--- src/rtl/alu_pkg.sv ---
// Shared definitions for the sequential ALU: datapath width, opcodes and FSM states.
package alu_pkg;

    localparam int ALU_WIDTH = 24;

    typedef enum logic [2:0] {
        OP_PASSA = 3'b000,
        OP_ADD   = 3'b001,
        OP_SUB   = 3'b010,
        OP_AND   = 3'b011,
        OP_OR    = 3'b100,
        OP_XOR   = 3'b101,
        OP_INC   = 3'b110,
        OP_MUL   = 3'b111
    } op_e;

    typedef enum logic [1:0] {
        ST_IDLE = 2'd0,
        ST_EXEC = 2'd1,
        ST_MUL  = 2'd2,
        ST_DONE = 2'd3
    } state_e;

endpackage

--- src/rtl/alu_mul_iter.sv ---
// Iterative shift-add multiplier: one multiplier bit per cycle, valid pulses after the last bit.
import alu_pkg::*;

module alu_mul_iter #(
    parameter int WIDTH = ALU_WIDTH
) (
    input  logic               clk,
    input  logic               rst_n,
    input  logic               load,
    input  logic [WIDTH-1:0]   a,
    input  logic [WIDTH-1:0]   b,
    output logic [2*WIDTH-1:0] product,
    output logic               valid
);

    localparam int CW = $clog2(WIDTH);

    logic [2*WIDTH-1:0] acc;
    logic [2*WIDTH-1:0] mcand;
    logic [WIDTH-1:0]   mplier;
    logic [CW-1:0]      count;
    logic               active;

    always_ff @(posedge clk) begin
        if (!rst_n) begin
            acc    <= '0;
            mcand  <= '0;
            mplier <= '0;
            count  <= '0;
            active <= 1'b0;
            valid  <= 1'b0;
        end else begin
            valid <= 1'b0;
            if (load) begin
                acc    <= '0;
                mcand  <= {{WIDTH{1'b0}}, a};
                mplier <= b;
                count  <= '0;
                active <= 1'b1;
            end else if (active) begin
                if (mplier[0])
                    acc <= acc + mcand;
                mcand  <= mcand << 1;
                mplier <= mplier >> 1;
                // The accumulate above lands on the same edge as valid, so product is final when valid is seen.
                if (count == CW'(WIDTH - 1)) begin
                    active <= 1'b0;
                    valid  <= 1'b1;
                end else begin
                    count <= count + 1'b1;
                end
            end
        end
    end

    assign product = acc;

endmodule

--- src/rtl/seq_alu.sv ---
// Sequential ALU: latches operands on start, runs a one-cycle op or a 24-cycle multiply,
// and registers result, flags and a one-cycle write/done strobe on completion.
import alu_pkg::*;

module seq_alu #(
    parameter int WIDTH = ALU_WIDTH
) (
    input  logic             clk,
    input  logic             rst_n,
    input  logic             start,
    input  logic [2:0]       op,
    input  logic [WIDTH-1:0] a,
    input  logic [WIDTH-1:0] b,
    output logic [WIDTH-1:0] result,
    output logic             write,
    output logic             busy,
    output logic             done,
    output logic             flag_z,
    output logic             flag_n,
    output logic             flag_c
);

    state_e             state;
    logic [WIDTH-1:0]   a_q;
    logic [WIDTH-1:0]   b_q;
    logic [2:0]         op_q;
    logic [WIDTH:0]     exec_res;
    logic               mul_load;
    logic [2*WIDTH-1:0] mul_product;
    logic               mul_valid;
    logic [WIDTH-1:0]   fin_res;
    logic               fin_c;

    assign mul_load = (state == ST_IDLE) && start && (op == OP_MUL);

    alu_mul_iter #(.WIDTH(WIDTH)) u_mul (
        .clk     (clk),
        .rst_n   (rst_n),
        .load    (mul_load),
        .a       (a),
        .b       (b),
        .product (mul_product),
        .valid   (mul_valid)
    );

    // Bit WIDTH of the extended result is carry for add/inc and borrow for sub.
    always_comb begin
        exec_res = '0;
        case (op_e'(op_q))
            OP_PASSA: exec_res = {1'b0, a_q};
            OP_ADD:   exec_res = {1'b0, a_q} + {1'b0, b_q};
            OP_SUB:   exec_res = {1'b0, a_q} - {1'b0, b_q};
            OP_AND:   exec_res = {1'b0, a_q & b_q};
            OP_OR:    exec_res = {1'b0, a_q | b_q};
            OP_XOR:   exec_res = {1'b0, a_q ^ b_q};
            OP_INC:   exec_res = {1'b0, a_q} + (WIDTH+1)'(1);
            default:  exec_res = '0;
        endcase
    end

    always_comb begin
        fin_res = exec_res[WIDTH-1:0];
        fin_c   = exec_res[WIDTH];
        if (state == ST_MUL) begin
            fin_res = mul_product[WIDTH-1:0];
            fin_c   = |mul_product[2*WIDTH-1:WIDTH];
        end
    end

    always_ff @(posedge clk) begin
        if (!rst_n) begin
            state  <= ST_IDLE;
            a_q    <= '0;
            b_q    <= '0;
            op_q   <= '0;
            result <= '0;
            write  <= 1'b0;
            done   <= 1'b0;
            busy   <= 1'b0;
            flag_z <= 1'b0;
            flag_n <= 1'b0;
            flag_c <= 1'b0;
        end else begin
            write <= 1'b0;
            done  <= 1'b0;
            case (state)
                ST_IDLE: begin
                    if (start) begin
                        a_q   <= a;
                        b_q   <= b;
                        op_q  <= op;
                        busy  <= 1'b1;
                        state <= (op == OP_MUL) ? ST_MUL : ST_EXEC;
                    end
                end
                ST_EXEC, ST_MUL: begin
                    if (state == ST_EXEC || mul_valid) begin
                        result <= fin_res;
                        flag_z <= (fin_res == '0);
                        flag_n <= fin_res[WIDTH-1];
                        flag_c <= fin_c;
                        write  <= 1'b1;
                        done   <= 1'b1;
                        state  <= ST_DONE;
                    end
                end
                ST_DONE: begin
                    busy  <= 1'b0;
                    state <= ST_IDLE;
                end
                default: state <= ST_IDLE;
            endcase
        end
    end

endmodule

--- config.mk ---
export PLATFORM = sky130hd
export DESIGN_NAME = seq_alu
export DESIGN_NICKNAME = d
export VERILOG_FILES = /design/src/rtl/alu_pkg.sv /design/src/rtl/alu_mul_iter.sv /design/src/rtl/seq_alu.sv
export SDC_FILE = /design/constraint.sdc
export NUM_CORES = 1
export LEC_CHECK = 0
export ABC_AREA = 1
export BUFFER_PORTS_ARGS = -buffer_cell sky130_fd_sc_hd__clkbuf_2
export CORE_ASPECT_RATIO = 0.9
export CORE_MARGIN = 5
export CORE_UTILIZATION = 50
export DETAILED_ROUTE_END_ITERATION = 16
export HOLD_SLACK_MARGIN = 0.02
export PLACE_DENSITY_LB_ADDON = 0.05
export SLEW_MARGIN = 20
export SYNTH_ARGS = -nofsm -noshare
export SYNTH_HDL_FRONTEND = slang
export SYNTH_SLANG_ARGS = --single-unit
export TNS_END_PERCENT = 20
--- constraint.sdc ---
create_clock -name clk -period 2.95 [get_ports clk]
set_input_delay 0.59 -clock clk [delete_from_list [all_inputs] [get_ports clk]]
set_output_delay 0.59 -clock clk [all_outputs]
set_load 0.05 [all_outputs]
== After elaboration in Yosys (flattened, before gate mapping) ==
Cells that the tools add are included.

* Bits in registers: 209
* Bits of input ports: 54
* Output and inout port bits: 30
* Logic and storage cells: 78

* Add/subtract/negate cells: 5
* Equal/unequal tests: 13
* Mux-type cells: 18
* Bitwise operators: 6
* Reduce and logical (&&, ||, !) cells: 19

{| class="wikitable"
|+ Operator list
! operator !! number
|-
| case mux 25 bit (7 select lines) || 1
|-
| 2-to-1 mux 24 bit || 5
|-
| adder 48 bit || 1
|-
| adder 24 x 1 -> 25 bit (second input constant) || 1
|-
| adder 24 x 24 -> 25 bit || 1
|-
| subtractor 24 x 24 -> 25 bit || 1
|-
| bitwise AND 24 bit || 1
|-
| zero test 24 bit || 1
|-
| OR 24 bit || 1
|-
| OR reduction 24 bit || 1
|-
| bitwise XOR 24 bit || 1
|-
| AND reduction 2 bit || 7
|-
| equality test 3 bit (second input constant) || 4
|-
| 2-to-1 mux 1 bit || 7
|-
| equality test 3 x 2 -> 1 bit (second input constant) || 2
|-
| 2-to-1 mux 2 bit || 3
|-
| case mux 2 bit (3 select lines) || 1
|-
| adder 5 x 1 -> 5 bit (second input constant) || 1
|-
| equality test 5 bit (second input constant) || 1
|-
| equality test 2 bit (second input constant) || 2
|-
| inequality test 2 bit (second input constant) || 2
|-
| nonzero test 2 bit || 2
|-
| OR reduction 2 bit || 2
|-
| equality test 3 x 1 -> 1 bit (second input constant) || 1
|-
| 8 further kinds || 11
|}

== Longest topological paths before layout ==
Gate-level depths: netlist of run 1.

* Depth after elaboration: 4
* Depth in mapped cells: 30
* Gate-level depth less buffers: 30

== By module ==
A second synthesis of run 1 with hierarchy kept.

* Cells, all modules: 2724
* Area total of the unflattened synthesis: 16355.7 µm²

{| class="wikitable"
|+ Modules (own cells, without submodules)
! module !! instances !! cells each !! area each (µm²) !! sequential area each (µm²)
|-
| alu_mul_iter || 1 || 1591 || 9281.4 || 2542.4
|-
| seq_alu || 1 || 1133 || 7074.3 || 1621.6
|}

== Worst setup path after synthesis of run 1 ==
Ideal clock, no wire load.

* Path kind: reg2reg
* Start point: register b_q[0]
* End point: register flag_z
* Library setup time: 67 ps
* Arrival: 3192 ps
* Required time: 2883 ps
* Slack: -309 ps
* Stages on the path, launching flop included: 27
* Buffers on the path: 0
* Period minus slack after synthesis: 3259 ps
* Cell sequence: dfxtp_1 inv_1 ha_1 nand4_1 nor3_2 nand3_1 o21ai_0 o21ai_0 o21ai_0 a21oi_1 ha_1 nand2_1 nor2_1 inv_1 nor2_1 nand3_1 nand3_1 nand2_1 nand3_1 nand2_1 nand2_1 nand2_1 nor2_1 nand2_1 nor2_1 nand3_1 a21oi_2

* Longest elaborated chain between the ends: 4
* Elaborated cells between the ends (all ways): 8

{| class="wikitable"
|+ RTL lines
! element !! line !! RTL
|-
| from (decl) || seq_alu.sv:25 || <nowiki>logic [WIDTH-1:0] b_q;</nowiki>
|-
| from (signal assigned) || seq_alu.sv:74 || <nowiki>b_q <= '0;</nowiki>
|-
| from (signal assigned) || seq_alu.sv:90 || <nowiki>b_q <= b;</nowiki>
|-
| subtractor 24 x 24 -> 25 bit (tied with other cells) || seq_alu.sv:52 || <nowiki>OP_SUB: exec_res = {1'b0, a_q} - {1'b0, b_q};</nowiki>
|-
| case mux 25 bit (7 select lines) * || seq_alu.sv:49 || <nowiki>case (op_e'(op_q))</nowiki>
|-
| 2-to-1 mux 24 bit * || seq_alu.sv:64 || <nowiki>if (state == ST_MUL) begin</nowiki>
|-
| zero test 24 bit * || seq_alu.sv:99 || <nowiki>flag_z <= (fin_res == '0);</nowiki>
|-
| to (signal assigned) || seq_alu.sv:99 ||
|-
| to (decl) || seq_alu.sv:18 || <nowiki>output logic flag_z,</nowiki>
|}

Mark *: on every way between the ends. The rest lies on a longest branch, timed or not.
A chain may end at the register's enable or synchronous reset.

== Final worst setup path of run 1 ==
* Start point: register b_q[1]
* End point: register flag_z

Same word-level chain as after synthesis.

==> impl_metrics.yaml, run 1 <==
setup_path:
  cp-end-kind: "flip-flop"
  crit_required_ns: 3.42
  rrSetupSlack_ns: -0.67
  startpoint_type: "flip-flop"
  rr_worst_depth: 29
  cp.arrival_ns: 4.09
  cp_common_cell: "nand2_2"
  critPathMaxStageDelay_ns: 0.36
  critPathKind: "reg2reg"
  worstReg2RegStart: "b_q[1]"
  slowest_stage: "dfxtp_4"
  cp_max_fo: 4
  startpoint: "b_q[1]"
  reg2reg_to: "flag_z"
timing:
  fmax_mhz: 276.3
  hold_violations: 0
  rsz0062_at_grt: "true"
  setup_slack_ns: -0.6697
  clock_skew_ns: 0.02318
  finalCritPeriodShare_pct: 122.7
  hold_ws_ns: 0.3042
  setup_viol: 19
  slew_headroom_pct: 43.21
  slew_viol_final: 0
  tightest_slew_ns: 0.8429
  fin_crit_ns: 3.620
power_and_ir_drop:
  pwr-share-seq_pct: 25.4
  peakVddDrop_mv: 0.5083
  p_sw_w: 0.006108
  combPwrFrac_pct: 51.8
  p_int_w: 0.007899
  p_sw_share_pct: 43.61
  leakage_nw: 8.972
  power_density_nw_per_um2: 761.4
  pwr-share-clk_pct: 22.7
layout:
  drive_gt1_share_pct: 17.71
  nNetsFinal: 2775
  areaGrowthSynthToFinish_pct: 21.23
  final_common_cell: "nand2_1"
  diodes: 0
  most-common-layout-cells: "504 x nand2_1, 315 x inv_1, 274 x nor2_1"
drt:
  first_iter_violations: 1570
  dr.pass1.iters: 6
  wl_um: 54890
  drcViolationCount: 0
  vias: 16590
  viasPerCell: 5.508
  antenna_left: 0
  wire_per_inst_um: 18.23
logic_synthesis:
  ys_seq_area_share_pct: 27.44
  synth-edff-count: 0
  netlist_area_sq_um: 15170
  synthTopCellsByArea: "dfxtp_1 27%, nand2_1 13%, ha_1 11%"
  synthDistinctLibCells: 55
  ys.flop_type: "dfxtp_1"
  avgSynthCellArea_sq_um: 6.379
  ys_warn_count: 0
  synth_top_area_share_pct: 27.44
  ys_ff_latch: 208
  synthesis.instances: 2379
  synth-async-reset-ratio_pct: 0
  syn-num-nets: 2565
  yosysTopAreaCell: "dfxtp_1"
die:
  ios: 84
  coreArea_sq_um: 29950
  start_util_pct: 50.66
  die_h_um: 175.3
  rows: 60
  die-area_sq_um: 33940
  die_w_um: 193.6
global_route:
  grt_antenna_before_repair: 0
  grt_pass1_vias: 15110
  grt_usage_pct: 31.09
  grt_pass1_wl_um: 84580
  overflow: 0
  grt_max_degree: 61
clocking:
  clk_latency_ns: 0.56
  path_clk_slew_ns: 0.06
  cts_tree: "yes"
  cts_hold_buf: 0
  htreeDepth: 1
  max-clock-path-buffers: 3
  cts_sinks: 208
  cts_buffers: 25
  cts_root_buffer: "clkbuf_16"
status:
  violations: "setup timing"
  status: "finished, violations left"
hold_path:
  holdPathStages: 3
  hold_path.class: "in2reg"
  hold_end: "a_q[3]"
  hp-start: "a[3]"
run:
  maxCapViolations: 0
place:
  place_hpwl_um: 43520
  portBuffers: 83
  place_congestion: 0.9904
  preCtsSetupSlack_ns: -0.5891
==> cells by family (layout without fill, tap and decap cells) <==
kind of cell	after synthesis	after routing	share of synthesized area (%)
AOI/OAI and AO/OA	529	529	19.75
xor gates and xnor gates	34	34	1.962
adders and majority gates	132	132	10.98
buffers and inverters	426	655	11.00
DFF	208	208	27.44
muxes	4	4	0.2639
and+or+nand+nor	1046	1046	28.60
==> worst max-delay path, delay by kind of cell, from the launching register on <==
kind	cells	cell delay [ns]
simple gates	23	2.44
flops	1	0.36
fa+ha+maj	1	0.33
buf+inv	4	0.27
compound gates	1	0.13
==> area by class of cell <==
class / instances / area, sq um
clock buffers: 34 / 729.5
well taps: 403 / 504.2
clock inverters: 12 / 128.9
flip-flops and latches: 208 / 4170
fillers: 2902 / 11560
multi-input cells: 1745 / 9711
inverters: 336 / 1262
repair buffers: 273 / 1891
==> power by group through the flow <==
stage | registers (W) | clock network, W | logic [W]
floorplan | 0.00378 | 0 | 0.00356
global placement | 0.00358 | 0 | 0.00654
detailed placement | 0.00358 | 0 | 0.00663
CTS | 0.00353 | 0.00324 | 0.00697
global route | 0.00359 | 0.00335 | 0.00794
finish | 0.00356 | 0.00318 | 0.00726
==> metrics by stage <==
| step | setup TNS (ns) | instances | power, W | util [%] | area [sq um] |
|---|---|---|---|---|---|
| after floorplan | -0.1349 | 2379 | 0.007335 | - | 15230 |
| after global placement | -6.066 | 2956 | 0.01012 | 57.24 | 17150 |
| after detailed placement | -7.366 | 2956 | 0.01021 | 57.24 | 17150 |
| after CTS | -6.051 | 3009 | 0.01374 | 60.91 | 18240 |
| after global routing | -13.01 | 3011 | 0.01488 | 61.42 | 18400 |
| final | -7.003 | 3011 | 0.01401 | 61.42 | 18400 |
==> sequential cells by signal, indices dropped and copies added (netlist names) <==
register       cells
u_mul.count        5
result            24
a_q               24
u_mul.mplier      24
op_q               3
done               1
u_mul.product     48
flag_c             1
flag_z             1
u_mul.mcand       48
u_mul.active       1
b_q               24
state              2
busy               1
u_mul.valid        1
==> synthesized netlist by cell type (3+ instances only) <==
cell,count
nor4_1,13
and3_1,3
o221ai_1,6
a21o_1,4
a221oi_1,5
inv_1,323
nor3_2,5
nor3_1,31
o21ai_0,185
nand2_2,4
a211oi_1,7
o22ai_1,11
buf_2,14
nand3b_1,7
a2111oi_0,10
buf_1,9
clkbuf_1,59
a21oi_2,4
o21a_1,12
mux2i_1,4
nor2_2,7
clkinv_1,3
o21ai_1,12
o211ai_1,7
nand3_1,114
nand4_1,26
o21bai_1,4
dfxtp_1,208
xnor2_1,13
a221oi_2,3
a22o_1,5
inv_2,10
nand2_1,537
or2_2,4
nor2_1,291
ha_1,130
xor2_1,21
buf_6,6
a21oi_1,208
a31oi_1,33
==> routing by layer <==
layer,vias to the layer above,part of all wire (%),global-route usage [%]
met5,-,0,0
met4,0,2.2,6.549
met3,60,11,6.847
met2,669,38,42.81
met1,7642,49,49.04
li1,8214,-,-
==> timing repair <==
action / 4_1_cts / 5_1_grt
gates cloned: 0 / 0
setup endpoints to repair: 23 / 26
endpoints found under the hold margin: 0 / 0
setup buffers: 7 / 2
pin swaps: 18 / 13
resized for setup: 59 / 43
==> how the worst max path moves through the flow <==
stage                     slack (ns)  cells past startpoint     end
after floorplan                -0.12                     29  flag_z
after detailed placement       -0.59                     26  flag_z
after global routing           -0.97                     28  flag_z
after global placement         -0.51                     29  flag_z
after CTS                      -0.55                     29  flag_z
final                          -0.67                     29  flag_z
Power figures use the tool's default switching activity.
==> run 2: changes to the inputs <==
--- a/config.mk
+++ b/config.mk
@@ -12,9 +12,8 @@
 export CORE_UTILIZATION = 50
 export DETAILED_ROUTE_END_ITERATION = 16
 export HOLD_SLACK_MARGIN = 0.02
-export PLACE_DENSITY_LB_ADDON = 0.05
-export SLEW_MARGIN = 20
+export PLACE_DENSITY = 0.67
 export SYNTH_ARGS = -nofsm -noshare
 export SYNTH_HDL_FRONTEND = slang
 export SYNTH_SLANG_ARGS = --single-unit
-export TNS_END_PERCENT = 20
+export TNS_END_PERCENT = 5
==> impl_metrics.yaml, run 2 (same netlist as run 1, synthesis figures left out) <==
global_route:
  grt_usage_pct: 31.65
  grt_pass1_wl_um: 85620
  grt_antenna_before_repair: 3
  grt_pass1_vias: 15310
  grt_max_degree: 69
  overflow: 0
status:
  violations: "setup timing"
  status: "finished, violations left"
clocking:
  cts_tree: "yes"
  max-clock-path-buffers: 3
  cts_buffers: 25
  htreeDepth: 1
  post_cts.repair.setup_buffers: 0
  clk_latency_ns: 0.55
  path_clk_slew_ns: 0.06
  cts_sinks: 208
  cts_hold_buf: 0
  cts_root_buffer: "clkbuf_16"
die:
  start_util_pct: 50.66
  coreArea_sq_um: 29950
  die_w_um: 193.6
  rows: 60
  die_h_um: 175.3
  ios: 84
  die-area_sq_um: 33940
setup_path:
  cp_common_cell: "nand2_1"
  slowest_stage: "dfxtp_2"
  cpLargestDelayFamily: "simple AND/OR/NAND/NOR gates"
  cp.arrival_ns: 4.06
  path_buf_inv: 3
  critPathMaxStageDelay_ns: 0.34
  crit_required_ns: 3.42
  cp-end-kind: "flip-flop"
  critPathKind: "reg2reg"
  cp_max_fo: 4
  startpoint_type: "flip-flop"
drt:
  wire_per_inst_um: 18.55
  viasPerCell: 5.572
  first_iter_violations: 1684
  dr.pass1.iters: 7
  wl_um: 55550
  antenna_left: 0
  drcViolationCount: 0
  vias: 16680
power_and_ir_drop:
  leakage_nw: 8.864
  power_density_nw_per_um2: 753.9
  peakVddDrop_mv: 0.5158
timing:
  tightest_slew_ns: 0.7992
  setup_slack_ns: -0.6435
  clock_skew_ns: 0.02707
  slew_viol_final: 0
  slew_headroom_pct: 46.16
  fmax_mhz: 278.3
  setup_viol: 21
  hold_violations: 0
  rsz0062_at_grt: "true"
  fin_crit_ns: 3.594
  finalCritPeriodShare_pct: 121.8
  tns_ns: -7.730
layout:
  nNetsFinal: 2759
  drive_gt1_share_pct: 15.63
  most-common-layout-cells: "522 x nand2_1, 315 x inv_1, 278 x nor2_1"
  utilization_pct: 60.24
  diodes: 0
  areaGrowthSynthToFinish_pct: 18.91
  final_common_cell: "nand2_1"
place:
  place_hpwl_um: 44140
  portBuffers: 83
  place_congestion: 0.9794
run:
  maxCapViolations: 0
hold_path:
  hold_path.class: "in2reg"
run 2: changes by cell type in the layout (fill, tap and decap cells not counted), sizes merged:
cell      delta
clkinvlp     -2
bufinv       +1
clkinv       +2
inv          -1
buf         -16
clkbuf       -1
run 2: metrics by stage:
step | power, W | cells | instance area, sq um | worst slack (ns) | hold WS, ns
final | 0.01360 | 2994 | 18040 | -0.6435 | 0.3100
after global routing | 0.01448 | 2994 | 18040 | -0.9711 | 0.3281
after CTS | 0.01341 | 2994 | 17970 | -0.5681 | 0.3007
after detailed placement | 0.01018 | 2949 | 17070 | -0.6606 | 0.4651
after global placement | 0.01011 | 2949 | 17070 | -0.6552 | 0.4506
after floorplan | 0.007335 | 2379 | 15230 | -0.1207 | 0.4411
run 2: routing by layer:
metal	vias to the layer above	GRT usage [%]	share of wire [%]
met2	687	44.27	38
met5	-	0	0.061
met3	88	8.094	11
met1	7704	48.40	48
li1	8198	-	-
met4	6	7.345	2.5
run 2: what timing repair did:
action,in CTS,in global routing
endpoints found under the setup margin,22,26
gates resized for setup,24,25
pin swaps,9,3
run 2: where the power goes:
part,internal (W),leakage (nW),total (W),switching (W)
registers,0.00316,1.69,0.00354,0.000386
clock network,0.00185,0.409,0.00313,0.00129
logic,0.00268,6.76,0.00693,0.00425
total,0.00768,8.86,0.0136,0.00593
run 2: worst register-to-register path: stages, from the launching register on:
cell,delay [ns]
dfxtp_2,0.34
nor3_4,0.23
inv_2,0.08
nor3_4,0.13
nand2_2,0.12
nor4_4,0.16
nand2_1,0.09
clkinv_1,0.10
nand3_1,0.09
nand2_2,0.10
o21ai_0,0.08
a21oi_1,0.13
ha_1,0.31
nand2_1,0.13
inv_1,0.06
nand2_1,0.14
nor2_1,0.08
nor2_1,0.14
nand3b_1,0.10
nand3_1,0.12
nand2_1,0.10
nand2_1,0.08
nand2_1,0.12
nor2_1,0.12
nand2_1,0.06
nor2_1,0.10
nand3_1,0.08
a21oi_2,0.12
run 2: worst paths after layout:
kind                   start  slack (ns)              end  depth (start not counted)
min reg2reg  u_mul.mcand[29]        0.48  u_mul.mcand[29]                          2
max reg2reg           b_q[1]       -0.64           flag_z                         27
max                   b_q[1]       -0.64           flag_z                         27
min                     a[4]        0.31           a_q[4]                          3
run 2: layout make-up:
| class | count | area [sq um] |
|---|---|---|
| Clock buffer | 33 | 695.7 |
| Sequential cell | 208 | 4168 |
| Fill cell | 2940 | 11910 |
| Clock inverter | 12 | 133.9 |
| Timing Repair Buffer | 257 | 1738 |
| Tap cell | 403 | 504.2 |
| Multi-Input combinational cell | 1745 | 9544 |
| Inverter | 336 | 1261 |
